## src/rtl/io_pkg.sv

```systemverilog
// Shared constants for the io_port block: port offsets from BASE, status
// register bit positions, the vctl interrupt-enable bit and the one-hot
// bus-state encodings.
package io_pkg;

    // Port offsets added to the BASE parameter of io_port
    localparam logic [7:0] OFS_BANK = 8'd0;
    localparam logic [7:0] OFS_VCTL = 8'd2;
    localparam logic [7:0] OFS_STAT = 8'd4;

    // Status register bit positions (other bits read as zero)
    localparam int STAT_PENDING = 0;
    localparam int STAT_VSYNC   = 1;

    // Interrupt-enable bit inside vctl
    localparam int VCTL_IE = 7;

    // One-hot bus states decoded from the strobes
    localparam logic [3:0] ST_IDLE  = 4'b0001;
    localparam logic [3:0] ST_WRITE = 4'b0010;
    localparam logic [3:0] ST_READ  = 4'b0100;
    localparam logic [3:0] ST_ACK   = 4'b1000;

endpackage

```

## src/rtl/io_port.sv

```systemverilog
// io_port: small CPU I/O peripheral with a bank register, a video control
// register and a vsync-driven interrupt with vectored acknowledge.
// Writes commit once per bus cycle on the first pe sample of the strobe;
// read and vector data are registered every clock.
module io_port
    import io_pkg::*;
#(
    parameter logic [7:0] VECTOR = 8'hFF,
    parameter logic [7:0] BASE   = 8'h80
) (
    input  logic        clock,
    input  logic        reset,
    input  logic        pe,
    input  logic        iorq,
    input  logic        m1,
    input  logic        rd,
    input  logic        wr,
    input  logic [15:0] a,
    input  logic [7:0]  d,
    output logic [7:0]  q,
    output logic        qe,
    output logic        irq,
    input  logic        vsync,
    output logic [7:0]  bank,
    output logic [7:0]  vctl
);

    logic [3:0] state;
    logic       is_write;
    logic       is_ack;
    logic       prev_write;
    logic       prev_ack;
    logic       wr_armed;
    logic       vsync_prev;
    logic       pending;
    logic       commit;
    logic       ack_first;
    logic       vsync_rise;
    logic       sel_bank;
    logic       sel_vctl;
    logic       sel_stat;
    logic [7:0] status;
    logic       unused_addr_hi;

    // Only the low address byte selects a port
    assign unused_addr_hi = ^a[15:8];
    assign sel_bank = (a[7:0] == BASE + OFS_BANK);
    assign sel_vctl = (a[7:0] == BASE + OFS_VCTL);
    assign sel_stat = (a[7:0] == BASE + OFS_STAT);

    // Decode the strobes into one bus state; ACK beats READ beats WRITE
    always_comb begin
        // NOTE: default first so every path assigns state and no latch is inferred.
        state = ST_IDLE;
        if (!iorq && !m1)
            state = ST_ACK;
        else if (!iorq && !rd)
            state = ST_READ;
        else if (!iorq && !wr)
            state = ST_WRITE;
    end

    assign is_write = (state == ST_WRITE);
    assign is_ack   = (state == ST_ACK);

    // A write commits only on its first sample, and only after the bus has
    // been seen idle since reset, so a strobe held across reset is ignored
    assign commit     = pe && is_write && !prev_write && wr_armed;
    assign ack_first  = pe && is_ack && !prev_ack;
    assign vsync_rise = vsync && !vsync_prev;

    // Previous-sample registers, advanced only on pe clocks
    always_ff @(posedge clock) begin
        // NOTE: non-blocking assignments make every register see pre-edge values.
        if (reset) begin
            prev_write <= 1'b0;
            prev_ack   <= 1'b0;
            wr_armed   <= 1'b0;
        end else if (pe) begin
            prev_write <= is_write;
            prev_ack   <= is_ack;
            if (!is_write)
                wr_armed <= 1'b1;
        end
    end

    // vsync history tracks the pin through reset, so a level already high at
    // release is not mistaken for a rising edge
    always_ff @(posedge clock) begin
        // NOTE: deliberately not reset; during reset it still follows vsync.
        vsync_prev <= vsync;
    end

    // Bank and video control registers
    always_ff @(posedge clock) begin
        if (reset) begin
            bank <= 8'h00;
            vctl <= 8'h00;
        end else if (commit) begin
            if (sel_bank)
                bank <= d;
            if (sel_vctl)
                vctl <= d;
        end
    end

    // Interrupt pending flag: a vsync edge wins over any clear on the same clock
    always_ff @(posedge clock) begin
        if (reset)
            pending <= 1'b0;
        else if (vsync_rise)
            pending <= 1'b1;
        else if (ack_first || (commit && sel_stat && d[STAT_PENDING]))
            pending <= 1'b0;
    end

    assign irq = ~(pending & vctl[VCTL_IE]);

    // Status register image
    always_comb begin
        status               = 8'h00;
        status[STAT_PENDING] = pending;
        status[STAT_VSYNC]   = vsync;
    end

    // Registered read / vector data, updated every clock
    always_ff @(posedge clock) begin
        if (reset) begin
            q  <= 8'h00;
            qe <= 1'b0;
        end else begin
            q  <= 8'h00;
            qe <= 1'b0;
            case (state)
                ST_ACK: begin
                    q  <= VECTOR;
                    qe <= 1'b1;
                end
                ST_READ: begin
                    if (sel_bank) begin
                        q  <= bank;
                        qe <= 1'b1;
                    end else if (sel_vctl) begin
                        q  <= vctl;
                        qe <= 1'b1;
                    end else if (sel_stat) begin
                        q  <= status;
                        qe <= 1'b1;
                    end
                end
                default: ;
            endcase
        end
    end

endmodule

```

## config.mk

```make
export PLATFORM = sky130hd
export DESIGN_NAME = io_port
export DESIGN_NICKNAME = d
export VERILOG_FILES = /design/src/rtl/io_pkg.sv /design/src/rtl/io_port.sv
export SDC_FILE = /design/constraint.sdc
export NUM_CORES = 1
export LEC_CHECK = 0
export ABC_AREA = 0
export BUFFER_PORTS_ARGS = -buffer_cell sky130_fd_sc_hd__buf_2
export CAP_MARGIN = 20
export CORE_MARGIN = 5
export CORE_UTILIZATION = 52
export CTS_BUF_LIST = sky130_fd_sc_hd__clkbuf_8
export DETAILED_ROUTE_END_ITERATION = 8
export HOLD_SLACK_MARGIN = 0.02
export PLACE_DENSITY = 0.88
export REMOVE_ABC_BUFFERS = 1
export SYNTH_ARGS = -nofsm -noshare
export SYNTH_HDL_FRONTEND = slang
export SYNTH_SLANG_ARGS = --single-unit
```

## constraint.sdc

```tcl
create_clock -name clock -period 3.15 [get_ports clock]
set_input_delay 0.4725 -clock clock [delete_from_list [all_inputs] [get_ports clock]]
set_output_delay 0.4725 -clock clock [all_outputs]
set_load 0.05 [all_outputs]
```

After elaboration in Yosys (flattened, before gate mapping)
Index checks and enable logic that the tools add are counted.

Output and inout bits: 26. Word-level logic and storage cells: 54. Input bits: 32. Register bits after elaboration: 30.

Reductions and logical operators: 23. Eq/ne operators: 6. Bitwise gates (word level): 3. Multiplexer cells: 13.

Operators with widths (number): 8-bit equality test (second input constant) (3); 8-bit two-way mux (2); 8-bit one-hot mux with 2 select lines (1); 1-bit logical AND (11); 1-bit zero test (7); 2-bit AND reduction (3); 1-bit two-way mux (5); 4-bit by 2-bit equality test with 1-bit output (second input constant) (1); 4-bit by 3-bit equality test with 1-bit output (second input constant) (1); 4-bit equality test (second input constant) (1); 2-bit two-way mux (2); 4-bit two-way mux (1); 3-bit two-way mux (1); 1-bit inverter (2); 1-bit one-hot mux with 2 select lines (1); 2-bit nonzero test (1); 1-bit AND (1); 1-bit logical OR (1).

Logic depth before layout (Yosys ltp)
Gate-level depths: netlist (run 1).

Depth after elaboration: 14. Depth in mapped cells: 5. Gate-level depth less buffers: 3.

Worst setup path before layout (run 1)
Ideal clock, no wire load.

Path kind: flip-flop to output port. Start point: register vctl[7]. End point: output irq. Path buffers: 0. Data required time: 2677 ps. Stages on the path, launching flop included: 2. Arrival time: 1067 ps. Slack: 1611 ps. Path through: dfxtp_1 nand2_1.

Cells in the longest elaborated chain, start to end: 2.

RTL lines: from (decl) (RTL line io_port.sv:25) `output logic [7:0] vctl`; from (signal assigned) (RTL line io_port.sv:98) `vctl <= 8'h00;`; from (signal assigned) (RTL line io_port.sv:103) `vctl <= d;`; 1-bit AND (RTL line io_port.sv:117) `assign irq = ~(pending & vctl[VCTL_IE]);`; 1-bit inverter (RTL line io_port.sv:117); to (decl) (RTL line io_port.sv:22) `output logic irq,`.

No other way between the ends.

Worst setup path after layout (run 1)
Start point: input a[5]. End point: register bank[4].

Cells in the longest elaborated chain, start to end: 2.

RTL lines: from (decl) (RTL line io_port.sv:18) `input logic [15:0] a,`; 8-bit equality test (RTL line io_port.sv:47) `assign sel_bank = (a[7:0] == BASE + OFS_BANK);`; 2-bit AND reduction (no source line); to (signal assigned) (RTL line io_port.sv:97) `bank <= 8'h00;`; to (signal assigned) (RTL line io_port.sv:101) `bank <= d;`; to (decl) (RTL line io_port.sv:24) `output logic [7:0] bank,`.

No other way between the ends. A chain may end at the register's enable or synchronous reset.

==> results.py, run 1 <==
metrics = {
    "cts": {
        "clockRootBuffer": "sky130_fd_sc_hd__clkbuf_8",
        "cts-resized-gates": 0,
        "postCtsSetupBuffers": 0,
        "h-tree-depth": 2,
        "clock_latency_reported_for_the_late_side_of_the_worst_skew_pair_ns": 0.27,
        "clockBufferDepth": 2,
        "holdBufCountCts": 0,
        "clock_buffer_count_from_cts": 5,
        "clkTransAtPathRegs_ns": 0.06,
        "clock_tree_from_tritoncts": "built",
        "cts.sinks": 30,
    },
    "placement": {
        "port_buf_inserts": 49,
        "gp_congestion": 0.8227,
        "place.detailed.instances": 202,
        "hpwlAfterDp_um": 2411,
        "dpl-instance-area_um2": 1603,
    },
    "cells_and_area": {
        "post-route-cell-area_um2": 1694,
        "final_net_count": 211,
        "multi_input_area_um2": 719.4,
        "post_route_cells_drive_above_1_share_pct": 35.00,
        "most_used_cells_in_the_layout_excluding_fill_and_tap_cells": "49 x sky130_fd_sc_hd__buf_2, 30 x sky130_fd_sc_hd__dfxtp_1, 25 x sky130_fd_sc_hd__mux2i_1",
        "num_antenna_cells": 0,
        "finalNonFillerCells": 210,
        "finish.utilization_pct": 68.38,
        "n_fill_cell": 207,
        "area_growth_pct": 25.25,
        "layout_commonest_cell": "sky130_fd_sc_hd__buf_2",
        "sequential_cell_area_um2": 600.6,
    },
    "global_routing": {
        "via_count_of_the_first_global_routing_pass": 1068,
        "grt_first_pass_wirelength_um": 4878,
        "antenna_found_initial": 0,
        "gr-usage-all-layers_pct": 18.23,
        "overflow": 0,
        "maximum_number_of_pins_on_one_net_before_global_route_repair": 32,
    },
    "timing": {
        "period_share_pct": 53.50,
        "unrepaired_setup_endpoints_after_global_routing": "no",
        "timing_max_transition_violations_final": 0,
        "relSlewSlack_pct": 66.59,
        "worstMarginPinSlew_ns": 0.5012,
        "timing.fmax_mhz": 593.4,
        "fin_tns_setup_ns": 0,
        "fin_skew_ns": 0.003811,
        "final-hold-violation-count": 0,
        "setup_viol": 0,
        "period_minus_slack_ns": 1.685,
    },
    "drt": {
        "dr.pass1.iters": 6,
        "vias_per_cell": 5.433,
        "detail_route.drc_violations": 0,
        "final_antenna_net_count": 0,
        "routed_wire_length_per_instance_um": 14.72,
        "detailed_route_via_count": 1141,
        "wirelength_um": 3091,
        "first_iter_violations": 23,
    },
    "power_and_ir_drop": {
        "pwr_density_cell_nw_per_um2": 457.2,
        "power_leakage_nw": 0.8074,
        "vdd_ir_drop_max_mv": 0.3541,
        "report.power.total_uw": 774.5,
    },
    "min_path": {
        "hold_path.startpoint": "vsync",
        "timing.hold.worst.class": "in -> reg",
        "hold_depth": 1,
    },
    "setup_path": {
        "r2r_cells": 3,
        "cp-startpoint": "a[5]",
        "reg2reg_from": "wr_armed",
        "timing.critical_path.from_type": "primary input",
        "worst-endpoint-arrival_ns": 1.89,
        "kind_of_critical_path": "in -> reg",
        "setup.worst_path.end_class": "flop",
        "path_max_fanout": 8,
        "worstPathRequired_ns": 3.35,
    },
    "logic_synthesis": {
        "yosysTopAreaCell": "sky130_fd_sc_hd__dfxtp_1",
        "number_of_storage_elements_in_the_synthesis_netlist": 30,
        "register_area_share_after_synthesis_pct": 44.40,
        "netlist_top_cells_area": "sky130_fd_sc_hd__dfxtp_1 44%, sky130_fd_sc_hd__mux2i_1 19%, sky130_fd_sc_hd__nand2b_1 11%, sky130_fd_sc_hd__o21ai_0 2.6%, sky130_fd_sc_hd__nor2_1 1.9%",
        "synth-compound-area-share_pct": 7.308,
        "synth_area_um2": 1353,
        "synth_fa_ha_area_share_pct": 0,
        "synth_xor_xnor_area_share_pct": 0,
        "post-synth-top-area-fraction_pct": 44.40,
        "yosys.cell_types.count": 30,
        "avgSynthCellArea_um2": 10.48,
        "yosys.area_share.simple_pct": 26.55,
        "yosysWarningCount": 0,
        "syn-instance-count": 129,
        "synth_mux_area_share_pct": 19.33,
        "synth_top_family_by_area": "simple AND/OR/NAND/NOR gates",
    },
    "die": {
        "fp.coreArea_um2": 2477,
        "horizontal_extent_of_the_die_um": 61,
        "ioPinCount": 58,
        "fp-row-count": 18,
        "initial_core_util_pct": 54.60,
        "die-area_um2": 3721,
        "die_y_um": 61,
    },
    "outcome": {
        "outcome": "finished, final reports clean",
    },
    "run": {
        "timing.max_cap.violations": 0,
    },
}
## layer usage
layer  vias to the layer above  wire length, µm  GRT usage [%]
li1                        558                -              -
met1                       536             1140          20.29
met2                        42             1653          32.82
met3                         5              255          5.957
met4                         0               41          5.573
met5                         -                0              0
## worst paths after layout
check | slack [ns] | endpoint
max | 1.46 | bank[4]
min | 0.33 | vsync_prev
max reg2reg | 1.63 | bank[4]
min reg2reg | 0.49 | bank[2]
## cells in the mapped netlist (all sizes together)
| cell type | count |
|---|---|
| nor4b | 1 |
| nor2b | 2 |
| nand2b | 24 |
| a211oi | 2 |
| nand3b | 2 |
| a211o | 1 |
| o21ai | 7 |
| a2bb2oi | 2 |
| dfxtp | 30 |
| nor4bb | 1 |
| and4bb | 1 |
| nor2 | 7 |
| clkbuf | 3 |
| nand2 | 2 |
| mux2i | 25 |
| mux2 | 1 |
| or3 | 1 |
| nand3 | 2 |
| or4b | 1 |
| nand4 | 1 |
| and2 | 1 |
| nor4 | 1 |
| and4 | 1 |
| nor3 | 1 |
| buf | 3 |
| nand4bb | 1 |
| a31oi | 2 |
| and4b | 1 |
| a21oi | 2 |
## logic make-up (layout without fill, tap and decap cells)
group | Yosys count | count (layout)
mux | 26 | 26
buf+inv | 6 | 57
simple gates | 51 | 51
flops | 30 | 30
compound gates | 16 | 16
## final cells by class
type | instances | share of cell area (%)
multi-input cells | 93 | 42.47
repair buffers | 49 | 14.48
well taps | 30 | 2.216
flip-flops and latches | 30 | 35.45
clock buffers | 6 | 4.874
clock inverters | 2 | 0.5170
## stage by stage
stage	setup slack (ns)	hold slack (ns)
6_report	1.465	0.3337
5_1_grt	1.326	0.3260
4_1_cts	1.426	0.3294
3_5_place_dp	1.176	0.4785
3_3_place_gp	1.179	0.4663
2_1_floorplan	1.505	0.4520
## power breakdown
group | internal [mW] | total (mW) | switching (mW)
clock | 0.172 | 0.306 | 0.134
combinational | 0.0315 | 0.0783 | 0.0468
sequential | 0.387 | 0.390 | 0.00308
total | 0.591 | 0.775 | 0.184
## critical path, stage by stage
cell and delay, ns:
sky130_fd_sc_hd__buf_2 0.11, sky130_fd_sc_hd__nor4b_4 0.45, sky130_fd_sc_hd__and4_1 0.59, sky130_fd_sc_hd__mux2i_1 0.25
## flip-flops by register name, summed over array words and instances (netlist names)
register    count
bank            8
q               8
vctl            8
pending         1
prev_ack        1
prev_write      1
qe              1
vsync_prev      1
wr_armed        1
Note: power is estimated with default switching activity, not from simulation.
==> run 2: changes to the inputs <==
--- a/config.mk
+++ b/config.mk
@@ -5,15 +5,15 @@
 export SDC_FILE = /design/constraint.sdc
 export NUM_CORES = 1
 export LEC_CHECK = 0
-export ABC_AREA = 0
+export ABC_AREA = 1
 export BUFFER_PORTS_ARGS = -buffer_cell sky130_fd_sc_hd__buf_2
 export CAP_MARGIN = 20
 export CORE_MARGIN = 5
-export CORE_UTILIZATION = 52
+export CORE_UTILIZATION = 50
 export CTS_BUF_LIST = sky130_fd_sc_hd__clkbuf_8
 export DETAILED_ROUTE_END_ITERATION = 8
 export HOLD_SLACK_MARGIN = 0.02
-export PLACE_DENSITY = 0.88
+export PLACE_DENSITY = 0.84
 export REMOVE_ABC_BUFFERS = 1
 export SYNTH_ARGS = -nofsm -noshare
 export SYNTH_HDL_FRONTEND = slang
==> constraint.sdc (replaced) <==
create_clock -name clock -period 1.6 [get_ports clock]
set_input_delay 0.24 -clock clock [delete_from_list [all_inputs] [get_ports clock]]
set_output_delay 0.24 -clock clock [all_outputs]
set_load 0.05 [all_outputs]
==> run 2 against run 1 <==
Net effect: clock skew rose by 0.00071 ns; sequential power rose by 96%; clock power up 110%; non-clock buffer count up 3; combinational power increased by 110%; total power grew 100%; largest power group unchanged.
==> results.py, run 2 <==
metrics = {
    "cells_and_area": {
        "most_used_cells_in_the_layout_excluding_fill_and_tap_cells": "60 x sky130_fd_sc_hd__nand2_1, 49 x sky130_fd_sc_hd__buf_2, 30 x sky130_fd_sc_hd__dfxtp_1",
        "area_growth_pct": 23.85,
        "biggestRegsByFlops": "bank x8, q x8, vctl x8",
        "num_antenna_cells": 0,
        "post-route-cell-area_um2": 1852,
        "final_net_count": 295,
        "multi_input_area_um2": 730.7,
        "post_route_cells_drive_above_1_share_pct": 35.98,
        "layout_commonest_cell": "sky130_fd_sc_hd__nand2_1",
        "n_fill_cell": 252,
        "sequential_cell_area_um2": 600.6,
    },
    "logic_synthesis": {
        "synth_mux_area_share_pct": 0,
        "syn-instance-count": 208,
        "post-synth-top-area-fraction_pct": 40.17,
        "synth_xor_xnor_area_share_pct": 0,
        "register_area_share_after_synthesis_pct": 40.17,
        "synth_area_um2": 1495,
        "yosys.cell_types.count": 22,
        "synth_fa_ha_area_share_pct": 0,
        "synth_most_common_cell": "sky130_fd_sc_hd__nand2_1",
        "yosysTopAreaCell": "sky130_fd_sc_hd__dfxtp_1",
        "avgSynthCellArea_um2": 7.188,
        "synth-compound-area-share_pct": 2.343,
        "yosys.area_share.simple_pct": 46.53,
        "synth.cells.most_frequent": "60 x sky130_fd_sc_hd__nand2_1, 30 x sky130_fd_sc_hd__dfxtp_1, 27 x sky130_fd_sc_hd__nor2_1",
        "synth_top_family_by_area": "simple AND/OR/NAND/NOR gates",
        "yosysWarningCount": 0,
        "synth-edff-count": 0,
        "number_of_storage_elements_in_the_synthesis_netlist": 30,
        "synth_ff_type": "sky130_fd_sc_hd__dfxtp_1",
        "asyncSetResetFlopFracSynth_pct": 0,
        "netlist_top_cells_area": "sky130_fd_sc_hd__dfxtp_1 40%, sky130_fd_sc_hd__nand2_1 15%, sky130_fd_sc_hd__nor2_2 7.5%, sky130_fd_sc_hd__nor2_1 6.8%, sky130_fd_sc_hd__nand3_1 6.0%",
    },
    "global_routing": {
        "via_count_of_the_first_global_routing_pass": 1241,
        "maximum_number_of_pins_on_one_net_before_global_route_repair": 18,
        "antenna_found_initial": 0,
        "grt_first_pass_wirelength_um": 5278,
        "overflow": 0,
        "gr-usage-all-layers_pct": 16.35,
    },
    "timing": {
        "worstMarginPinSlew_ns": 0.2862,
        "final-hold-violation-count": 0,
        "fin_skew_ns": 0.004523,
        "period_minus_slack_ns": 1.242,
        "fin_tns_setup_ns": 0,
        "timing.fmax_mhz": 805.3,
        "setup_viol": 0,
        "relSlewSlack_pct": 80.85,
        "unrepaired_setup_endpoints_after_global_routing": "no",
        "timing_max_transition_violations_final": 0,
        "period_share_pct": 77.61,
    },
    "cts": {
        "holdBufCountCts": 0,
        "cts-resized-gates": 0,
        "clock_latency_reported_for_the_late_side_of_the_worst_skew_pair_ns": 0.29,
        "cts.sinks": 30,
        "clockRootBuffer": "sky130_fd_sc_hd__clkbuf_8",
        "clkTransAtPathRegs_ns": 0.07,
        "h-tree-depth": 2,
        "clock_tree_from_tritoncts": "built",
        "postCtsSetupBuffers": 0,
        "clock_buffer_count_from_cts": 5,
        "clockBufferDepth": 2,
    },
    "setup_path": {
        "path_max_fanout": 16,
        "critical_path.most_common_cell": "sky130_fd_sc_hd__nand2_1",
        "path_cells": "nand3_2 -> nor2_4 -> inv_4 -> nor2_8 -> nand2_1 -> nand2_1 -> nor2_2",
        "worstPathRequired_ns": 1.78,
        "worst-endpoint-arrival_ns": 1.42,
        "r2r_setup_slk_ns": 0.36,
        "r2r_end": "vctl[0]",
        "r2r_cells": 7,
        "critical_path.max_stage_delay_ns": 0.36,
        "timing.critical_path.from_type": "flop",
        "setup.worst_path.end_class": "flop",
        "kind_of_critical_path": "reg -> reg",
        "critical-path-slowest-cell": "sky130_fd_sc_hd__dfxtp_1",
        "reg2reg_from": "wr_armed",
    },
    "drt": {
        "detailed_route_via_count": 1330,
        "final_antenna_net_count": 0,
        "wirelength_um": 3075,
        "routed_wire_length_per_instance_um": 10.42,
        "vias_per_cell": 4.508,
        "first_iter_violations": 45,
        "detail_route.drc_violations": 0,
        "dr.pass1.iters": 4,
    },
    "placement": {
        "gp_congestion": 0.8475,
        "dpl-instance-area_um2": 1757,
        "hpwlAfterDp_um": 2334,
        "port_buf_inserts": 49,
    },
    "min_path": {
        "hold_path.startpoint": "vsync",
        "timing.hold.worst.class": "in -> reg",
        "hold_depth": 1,
        "hold-path-endpoint": "vsync_prev",
    },
    "power_and_ir_drop": {
        "power_leakage_nw": 1.066,
        "vdd_ir_drop_max_mv": 0.8768,
        "pwr_density_cell_nw_per_um2": 844.8,
        "report.power.total_mw": 1.564,
    },
    "die": {
        "horizontal_extent_of_the_die_um": 64.69,
        "die-area_um2": 4184,
        "die_y_um": 64.69,
        "fp-row-count": 19,
        "ioPinCount": 58,
        "fp.coreArea_um2": 2805,
        "initial_core_util_pct": 53.30,
    },
    "run": {
        "timing.max_cap.violations": 0,
    },
    "outcome": {
        "outcome": "finished, final reports clean",
    },
}
[run 2: metrics by stage]
step           hold slack (ns)  cells  worst slack [ns]  util, %
3_5_place_dp            0.3775    287            0.2286    62.62
3_3_place_gp            0.3762    287            0.2583    62.62
6_report               0.08346    295            0.3583    66.01
4_1_cts                0.08488    295            0.3428    66.01
5_1_grt                0.08294    295            0.2542    66.01
2_1_floorplan           0.2677    204            0.2678        -
[run 2: kinds of logic after synthesis]
group,count (synthesis)
AOI/OAI and AO/OA,7
buffers and inverters,35
DFF,30
and+or+nand+nor,136
[run 2: routing by layer]
layer  global-route usage (%)  vias up  wire (µm)
li1                         -      732          -
met1                    18.66      545       1341
met2                    27.06       47       1437
met3                    6.218        6        233
met4                    7.652        0         63
met5                        0        -          0
[run 2: how the worst max path moves through the flow]
stage          startpoint      end  slack [ns]  cells after the start
6_report         wr_armed  vctl[0]        0.36                      7
5_1_grt          wr_armed  vctl[3]        0.25                      7
4_1_cts          wr_armed  vctl[0]        0.34                      7
3_5_place_dp         a[3]  vctl[0]        0.23                      9
3_3_place_gp         a[3]  vctl[3]        0.26                      9
2_1_floorplan     vctl[7]      irq        0.27                      1
[run 2: cell type report]
cell class / count / area share (%)
Clock buffer: 6 / 4.459
Clock inverter: 2 / 0.6757
Inverter: 31 / 6.419
Multi-Input combinational cell: 143 / 39.46
Sequential cell: 30 / 32.43
Tap cell: 31 / 2.095
Timing Repair Buffer: 52 / 14.46
[run 2: worst max-delay path: cells and delay by family, from the launching register on]
family,cells,cell delay [ns]
buf+inv,1,0.08
flops,1,0.36
simple gates,6,0.70
[run 2: power by group]
part | internal [mW] | total [mW] | switching [mW] | leakage [nW]
combinational | 0.0582 | 0.165 | 0.106 | 0.776
sequential | 0.760 | 0.765 | 0.00516 | 0.243
clock | 0.345 | 0.634 | 0.290 | 0.0472
total | 1.16 | 1.56 | 0.401 | 1.07
==> run 3: changes to the inputs <==
==> constraint.sdc (replaced) <==
create_clock -name clock -period 1.2 [get_ports clock]
set_input_delay 0.18 -clock clock [delete_from_list [all_inputs] [get_ports clock]]
set_output_delay 0.18 -clock clock [all_outputs]
set_load 0.05 [all_outputs]
==> run 3 against run 2 <==
Net effect: clock skew rose by 0.0047 ns; cell area grew 5.4%; clock power rose by 34%; die area is the same; critical endpoint is now vctl[7]; largest cell class unchanged; largest power group unchanged.
==> results.py, run 3 (same netlist as run 2, synthesis figures left out) <==
metrics = {
    "outcome": {
        "outcome": "finished, final reports clean",
    },
    "drt": {
        "final_antenna_net_count": 0,
        "wirelength_um": 3565,
        "first_iter_violations": 45,
        "routed_wire_length_per_instance_um": 11.61,
        "dr.pass1.iters": 4,
        "detailed_route_via_count": 1455,
        "vias_per_cell": 4.739,
        "detail_route.drc_violations": 0,
    },
    "global_routing": {
        "overflow": 0,
        "grt_first_pass_wirelength_um": 6106,
        "via_count_of_the_first_global_routing_pass": 1390,
        "maximum_number_of_pins_on_one_net_before_global_route_repair": 18,
        "antenna_found_initial": 0,
        "gr-usage-all-layers_pct": 18.95,
    },
    "power_and_ir_drop": {
        "pwr_density_cell_nw_per_um2": 1079,
        "power_leakage_nw": 1.119,
        "report.power.total_mw": 2.107,
        "vdd_ir_drop_max_mv": 0.9140,
    },
    "cells_and_area": {
        "post-route-cell-area_um2": 1952,
        "post_route_cells_drive_above_1_share_pct": 39.49,
        "area_growth_pct": 30.54,
        "most_used_cells_in_the_layout_excluding_fill_and_tap_cells": "60 x sky130_fd_sc_hd__nand2_1, 49 x sky130_fd_sc_hd__buf_2, 28 x sky130_fd_sc_hd__dfxtp_1",
        "num_antenna_cells": 0,
        "biggestRegsByFlops": "bank x8, q x8, vctl x8",
        "final_net_count": 307,
        "layout_commonest_cell": "sky130_fd_sc_hd__nand2_1",
    },
    "placement": {
        "gp_congestion": 0.8208,
        "port_buf_inserts": 49,
        "hpwlAfterDp_um": 2463,
        "dpl-instance-area_um2": 1809,
    },
    "die": {
        "ioPinCount": 58,
        "fp-row-count": 19,
        "fp.coreArea_um2": 2805,
        "horizontal_extent_of_the_die_um": 64.69,
        "die-area_um2": 4184,
        "die_y_um": 64.69,
        "initial_core_util_pct": 53.30,
    },
    "cts": {
        "clock_buffer_count_from_cts": 5,
        "clock_latency_reported_for_the_late_side_of_the_worst_skew_pair_ns": 0.29,
        "clkTransAtPathRegs_ns": 0.06,
        "clockBufferDepth": 2,
        "cts.sinks": 30,
        "clockRootBuffer": "sky130_fd_sc_hd__clkbuf_8",
        "h-tree-depth": 2,
        "holdBufCountCts": 0,
        "clock_tree_from_tritoncts": "built",
    },
    "timing": {
        "unrepaired_setup_endpoints_after_global_routing": "yes",
        "final-hold-violation-count": 0,
        "period_share_pct": 96.57,
        "timing.fmax_mhz": 863.0,
        "fin_hold_ws_ns": 0.02482,
        "worstMarginPinSlew_ns": 0.2793,
        "setup_viol": 0,
        "fin_tns_setup_ns": 0,
        "fin_skew_ns": 0.009270,
        "period_minus_slack_ns": 1.159,
        "relSlewSlack_pct": 81.31,
        "timing_max_transition_violations_final": 0,
    },
    "run": {
        "timing.max_cap.violations": 0,
    },
    "min_path": {
        "timing.hold.worst.class": "in -> reg",
    },
    "setup_path": {
        "critical_path.max_stage_delay_ns": 0.31,
        "worst-endpoint-arrival_ns": 1.37,
        "worstPathRequired_ns": 1.41,
        "timing.critical_path.from_type": "flop",
        "path_max_fanout": 4,
        "setup.worst_path.end_class": "flop",
        "path_cells": "inv_1 -> nand3_2 -> nor2_4 -> inv_4 -> nor2_4 -> buf_4 -> nor2_2 -> nor2_2",
        "kind_of_critical_path": "reg -> reg",
        "critical-path-slowest-cell": "sky130_fd_sc_hd__dfxtp_1",
    },
}
[run 3: changes by cell type in the layout (fill, tap and decap cells not counted), sizes merged]
cell and change:
nor2 +2, buf +10
[run 3: report_power, final]
| part | switching (mW) | internal [mW] | total, mW |
|---|---|---|---|
| sequential | 0.00673 | 1.01 | 1.02 |
| clock | 0.389 | 0.460 | 0.849 |
| combinational | 0.148 | 0.0891 | 0.237 |
| total | 0.544 | 1.56 | 2.11 |
[run 3: final timing paths]
path | from | endpoint | slack (ns) | cells past startpoint
setup / recovery | prev_write | vctl[7] | 0.04 | 8
hold / removal | vsync | vsync_prev | 0.02 | 1
setup reg to reg | prev_write | vctl[7] | 0.04 | 8
hold reg to reg | prev_ack | prev_ack | 0.46 | 2
[run 3: cell type report]
class / instances / area, µm²
fill: 248 / 853.3
multi-input combinational: 145 / 753.2
sequential: 30 / 603.1
timing repair buffer: 62 / 342.8
inverter: 31 / 118.9
clock buffer: 6 / 82.58
tap: 31 / 38.79
clock inverter: 2 / 12.51
[run 3: what timing repair did]
item | 4_1_cts | 5_1_grt
endpoints found under the setup margin | 9 | 18
setup buffers | 3 | 0
pin swaps | 3 | 4
cloned | 2 | 0
resized for setup | 0 | 2
[run 3: through the flow]
stage / setup WS [ns] / cells / utilization (%)
2_1_floorplan: -0.07225 / 204 / -
3_3_place_gp: -0.07654 / 294 / 64.50
3_5_place_dp: -0.1142 / 294 / 64.50
4_1_cts: 0.004830 / 307 / 69.49
5_1_grt: -0.01995 / 307 / 69.58
6_report: 0.04121 / 307 / 69.58
[run 3: worst max-delay path, delay by kind of cell, from the launching register on]
kind | cells | cell delay (ns)
buf+inv | 3 | 0.31
flops | 1 | 0.31
simple gates | 5 | 0.48
[run 3: layer usage]
metal,vias up,GRT usage [%],part of all wire [%],wire length [µm]
met5,-,0,0,0
met4,0,8.443,2.1,75
met3,8,5.009,7.8,277
met2,55,32.47,49,1755
met1,631,22.21,41,1456
li1,761,-,-,-
